`config.mk`:
```
export PLATFORM = sky130hd
export DESIGN_NAME = uart_tx_feeder
export DESIGN_NICKNAME = d
export VERILOG_FILES = /design/src/rtl/uart_tx_feeder.sv
export SDC_FILE = /design/constraint.sdc
export NUM_CORES = 1
export LEC_CHECK = 0
export CAP_MARGIN = 10
export CORE_ASPECT_RATIO = 0.75
export CORE_MARGIN = 3
export CORE_UTILIZATION = 40
export CTS_CLUSTER_SIZE = 28
export DETAILED_ROUTE_END_ITERATION = 8
export PLACE_DENSITY = 0.65
export SYNTH_ARGS = -nofsm -noshare
export SYNTH_HDL_FRONTEND = slang
export SYNTH_SLANG_ARGS = --single-unit
```
`constraint.sdc`:
```
create_clock -name clk -period 4.38 [get_ports clk]
set_clock_uncertainty 0.05 [all_clocks]
set_input_delay 1.314 -clock clk [delete_from_list [all_inputs] [get_ports clk]]
set_output_delay 1.314 -clock clk [all_outputs]
set_load 0.02 [all_outputs]
```
`src/rtl/uart_tx_feeder.sv`:
```
// uart_tx_feeder: byte FIFO plus a bus-master FSM that drains the FIFO into the uart
// peripheral. The FSM polls UART_STATUS (0x04). When the TX busy bit reads 0, it writes the
// head byte to UART_TXDATA (0x0C).
//
// Ports
//   clk, rst        system clock, synchronous active-high reset
//   en              1 = drain FIFO into the uart, 0 = hold (pushes still accepted)
//   push_i          queue wr_data_i this cycle
//   wr_data_i       byte to queue
//   clr_ovf_i       clear sticky overflow flag (a same-cycle overflow wins)
//   full_o          FIFO full
//   empty_o         FIFO empty
//   count_o         entries held, 0..DEPTH
//   ovf_o           sticky flag: push attempted while full
//   uart_waddr_o    uart register write address
//   uart_data_o     uart register write data, {24'h0, byte}
//   uart_sel_o      uart register byte select
//   uart_we_o       uart register write strobe, 1-cycle pulse
//   uart_raddr_o    uart register read address
//   uart_rd_o       uart register read strobe, 1-cycle pulse
//   uart_data_i     uart register read data, valid 1 cycle after uart_rd_o
module uart_tx_feeder #(
  parameter int unsigned DEPTH = 16,
  parameter int unsigned AW    = 4
) (
  input  logic          clk,
  input  logic          rst,
  input  logic          en,
  input  logic          push_i,
  input  logic [7:0]    wr_data_i,
  input  logic          clr_ovf_i,
  output logic          full_o,
  output logic          empty_o,
  output logic [AW:0]   count_o,
  output logic          ovf_o,
  output logic [7:0]    uart_waddr_o,
  output logic [31:0]   uart_data_o,
  output logic [3:0]    uart_sel_o,
  output logic          uart_we_o,
  output logic [7:0]    uart_raddr_o,
  output logic          uart_rd_o,
  input  logic [31:0]   uart_data_i
);

  localparam logic [7:0] UartStatusAddr = 8'h04;
  localparam logic [7:0] UartTxDataAddr = 8'h0C;

  typedef enum logic [3:0] {
    StIdle  = 4'b0001,
    StPoll  = 4'b0010,
    StWait  = 4'b0100,
    StWrite = 4'b1000
  } state_e;

  state_e state_q, state_d;

  logic [7:0]    mem_q [DEPTH];
  logic [AW-1:0] wr_ptr_q, rd_ptr_q;
  logic [AW:0]   count_q, count_d;
  logic          ovf_q;
  logic          push_ok, pop;

  // Only the busy bit of UART_STATUS is of interest.
  logic unused_rdata;
  assign unused_rdata = ^uart_data_i[31:1];

  assign full_o  = (count_q == (AW+1)'(DEPTH));
  assign empty_o = (count_q == '0);
  assign count_o = count_q;
  assign ovf_o   = ovf_q;

  // Full blocks a push even when the same cycle pops.
  assign push_ok = push_i & ~full_o;
  // WRITE is only ever entered with a non-empty FIFO, so the pop is always valid.
  assign pop     = (state_q == StWrite);

  always_comb begin
    count_d = count_q;
    case ({push_ok, pop})
      2'b10:   count_d = count_q + (AW+1)'(1);
      2'b01:   count_d = count_q - (AW+1)'(1);
      default: count_d = count_q;
    endcase
  end

  always_ff @(posedge clk) begin
    if (push_ok) begin
      mem_q[wr_ptr_q] <= wr_data_i;
    end
  end

  always_ff @(posedge clk) begin
    if (rst) begin
      wr_ptr_q <= '0;
      rd_ptr_q <= '0;
      count_q  <= '0;
      ovf_q    <= 1'b0;
    end else begin
      if (push_ok) wr_ptr_q <= wr_ptr_q + AW'(1);
      if (pop)     rd_ptr_q <= rd_ptr_q + AW'(1);
      count_q <= count_d;
      // Set has priority over clear.
      if (push_i && full_o) begin
        ovf_q <= 1'b1;
      end else if (clr_ovf_i) begin
        ovf_q <= 1'b0;
      end
    end
  end

  always_comb begin
    state_d = state_q;
    unique case (state_q)
      StIdle:  if (en && !empty_o) state_d = StPoll;
      StPoll:  state_d = StWait;
      StWait: begin
        if (!en) begin
          state_d = StIdle;
        end else if (uart_data_i[0]) begin
          state_d = StPoll;
        end else begin
          state_d = StWrite;
        end
      end
      StWrite: state_d = StIdle;
      default: state_d = StIdle;
    endcase
  end

  // Bus outputs are registered from the next state, so they line up with the state register.
  always_ff @(posedge clk) begin
    if (rst) begin
      state_q      <= StIdle;
      uart_rd_o    <= 1'b0;
      uart_raddr_o <= '0;
      uart_we_o    <= 1'b0;
      uart_waddr_o <= '0;
      uart_data_o  <= '0;
      uart_sel_o   <= '0;
    end else begin
      state_q      <= state_d;
      uart_rd_o    <= (state_d == StPoll);
      uart_raddr_o <= (state_d == StPoll) ? UartStatusAddr : 8'h00;
      uart_we_o    <= (state_d == StWrite);
      uart_waddr_o <= (state_d == StWrite) ? UartTxDataAddr : 8'h00;
      uart_data_o  <= (state_d == StWrite) ? {24'h0, mem_q[rd_ptr_q]} : 32'h0;
      uart_sel_o   <= (state_d == StWrite) ? 4'b0001 : 4'b0000;
    end
  end

endmodule

```
==> run metrics <==
first-pass GRT wire length 19000 µm; Max Root-Sink Buffers 2; Root Buffer clkbuf_16; Crit. End Element primary output; final hold viol count 0; Horiz. Die Dim 155 µm; routed wire length 12400 µm; Top Ports 107; Peak Freq 0.275 GHz; vias per cell 5.01; power per cell area 410 nW/µm²; met3 wire len 689 µm; WP data required 3.02 ns; worst hold endpoint state_q[2]; CP Data Arrival Time 2.28 ns; Finished Cell Area 7670 µm²; Worst setup SP type register; Routed met1 length 5670 µm; Clock H-tree levels 4; Worst Hold Depth 1; LEAKAGE 0.00270 µW; routed length per instance 18.5 µm; synth-to-layout area growth 15.1%; Min-Delay Path Class reg -> reg; post_cts resized 0; FF-to-FF setup slack 1.22 ns; clock buffer count from CTS 17; Slew HR 22.5%; HPWL after DPL 7790 µm; ys async rst share 0%; GR Overflow Total 0; TritonCTS clock tree yes; worst-margin pin slew 1.16 ns; R2R cell count 10; # clock sinks 156; Die ar. 18300 µm²; Mapped Area 6660 µm²; Crit-path slowest cell or4_1; layout cells sized above 1 16.3%; peak supply drop 0.322 mV; Seq cells post-synth 156; Cell Chain, Critical Path or4_1 > nor2_1 > clkdlybuf4s50_1; ys flop type edfxtp_1; # rows 40; die height 118 µm; hold_buf cts 0; antenna fix cells 0; final net count 501; critical path class reg -> out; Net Switching 679 µW; gate count of the mapped netlist 399; top layer in use met4; Pint 2470 µW; Hold Crit Start state_q[1]; sequential area share after synthesis 66.1%; number of port buffers 35; met2 wire len 5870 µm; reg-to-reg critical path startpoint count_o[1]; gr usage total 14.1%; Final min period 3.64 ns; CP Max Fanout 8; Max-Cap Viols 0; reg-to-reg critical path endpoint count_o[4]; Reg power frac 52.1%; Clock power frac 43.3%; Post-synth EDFFs 128; Slew Limit Fails 0; crit-path max cell delay 0.65 ns; Initial Utilization 41.2%; DR DRC count 0; number of setup buffers added after CTS 0; Final setup viols 0; GP Congestion 0.782; initial antenna violation count 0; starting DRC count in detailed routing 237; RSZ-0062 raised after global routing no; Fin Setup TNS 0 ns; Antenna Nets Post-Route 0; status finished clean; Reg clk slew, reported paths 0.06 ns; largest net degree at the start of global routing 21; syn avg cell area 16.7 µm²; Clk Latency, worst-skew pair 0.42 ns; Distinct cells, synth 45; # fillers 1344; vias post-DR 3359; vias in the first global route 3355; core area 16200 µm²; power share of the combinational group 4.6%; crit share post-route 83.2%; DP Area 7100 µm²; router iterations before antenna repair 4; Synth Warn # 0; Sw Ratio 21.6%
[cell families after synthesis]
group           Yosys count  share of synthesized area [%]
compound gates           26                           3.06
xor+xnor                  9                           1.18
simple gates             80                           6.05
flops                   156                           66.1
mux                      51                           14.8
buf+inv                  67                           6.99
fa+ha+maj                 9                           1.69
other cells               1                         0.0563
[cell usage after synthesis (2+ instances only)]
library cell	n	share of area, %
buf_1	3	0.17
buf_6	3	0.51
nand2_1	19	1.1
nor2b_1	3	0.28
dfxtp_1	28	8.4
o211a_1	8	1.2
nand4_1	4	0.38
nor2_1	30	1.7
mux2i_1	11	1.7
mux4_1	18	7.1
inv_1	5	0.28
buf_4	45	5.1
or3_1	2	0.19
buf_2	5	0.38
a21oi_1	6	0.45
mux2_2	8	1.4
a21o_1	3	0.34
xnor2_1	3	0.39
o21ai_0	3	0.23
edfxtp_1	128	58
ha_1	9	1.7
clkbuf_1	5	0.28
xor2_1	6	0.79
mux4_2	14	4.7
nor3_1	5	0.38
nand2b_1	4	0.38
and3_1	2	0.19
nand4b_1	2	0.26
[metrics by stage]
step | power [µW] | hold slack, ns | setup WS [ns] | instances | utilization (%)
after detailed placement | 1810 | 0.486 | 0.431 | 638 | 43.9
final | 3140 | 0.495 | 0.738 | 670 | 47.4
after global routing | 3260 | 0.517 | 0.625 | 670 | 47.4
after CTS | 3180 | 0.497 | 0.713 | 670 | 47.4
after global placement | 1810 | 0.463 | 0.478 | 638 | 43.9
after floorplan | 1780 | 0.441 | 1.16 | 438 | -
[worst max path at each step]
| stage | startpoint | endpoint | slack, ns | cells after the start |
|---|---|---|---|---|
| after CTS | count_o[1] | empty_o | 0.71 | 3 |
| after global routing | count_o[1] | empty_o | 0.63 | 3 |
| after floorplan | push_i | count_o[4] | 1.16 | 10 |
| final | count_o[1] | empty_o | 0.74 | 3 |
| after global placement | push_i | count_o[4] | 0.48 | 9 |
| after detailed placement | push_i | count_o[4] | 0.43 | 9 |
[registers in the layout, indices dropped and copies added (netlist names)]
| register | flops |
|---|---|
| ovf_o | 1 |
| count_o | 5 |
| uart_rd_o | 1 |
| mem_q | 128 |
| uart_data_o | 8 |
| rd_ptr_q | 4 |
| wr_ptr_q | 4 |
| state_q | 4 |
| uart_waddr_o | 1 |
[routing by layer]
layer / track usage (%) / up-vias
met1: 19.2 / 1682
met4: 4.69 / 0
li1: - / 1555
met3: 4.23 / 17
met2: 21.9 / 105
met5: 0 / -
[power by group through the flow]
| stage | Sequential, µW | Combinational (µW) | Clock [µW] |
|---|---|---|---|
| global placement | 1670 | 140 | 0 |
| floorplan | 1670 | 112 | 0 |
| global route | 1640 | 159 | 1460 |
| finish | 1640 | 145 | 1360 |
| CTS | 1640 | 145 | 1400 |
| detailed placement | 1670 | 144 | 0 |
[layout by cell type (no fill, tap or decap), types with 4 or more instances in the layout]
master and instances:
nand2b_1 4, nand2_1 19, nand4_1 4, clkinv_4 6, edfxtp_1 128, o211a_1 8, nor2_1 30, mux2i_1 11
clkinv_2 4, nor3_1 5, a21oi_1 6, clkdlybuf4s50_1 35, buf_4 17, mux4_1 18, ha_1 9, conb_1 40
mux2_2 8, inv_1 5, clkbuf_16 18, mux4_2 14, dfxtp_1 28, xor2_1 6
[final cells by class]
cell class,instances,area (µm²),area share (%)
tap,210,263,3.43
inverter,5,18.8,0.245
clock buffer,20,478,6.23
clock inverter,12,87.6,1.14
sequential,156,4400,57.5
multi-input combinational,215,1940,25.3
timing repair buffer,52,478,6.23
[critical path: cells and delay by family (launching register included)]
family                 cells  cell delay, ns
buffers and inverters      1            0.63
DFF                        1            0.38
and+or+nand+nor            2            0.86
No activity file was read; power rests on OpenSTA's default activity.
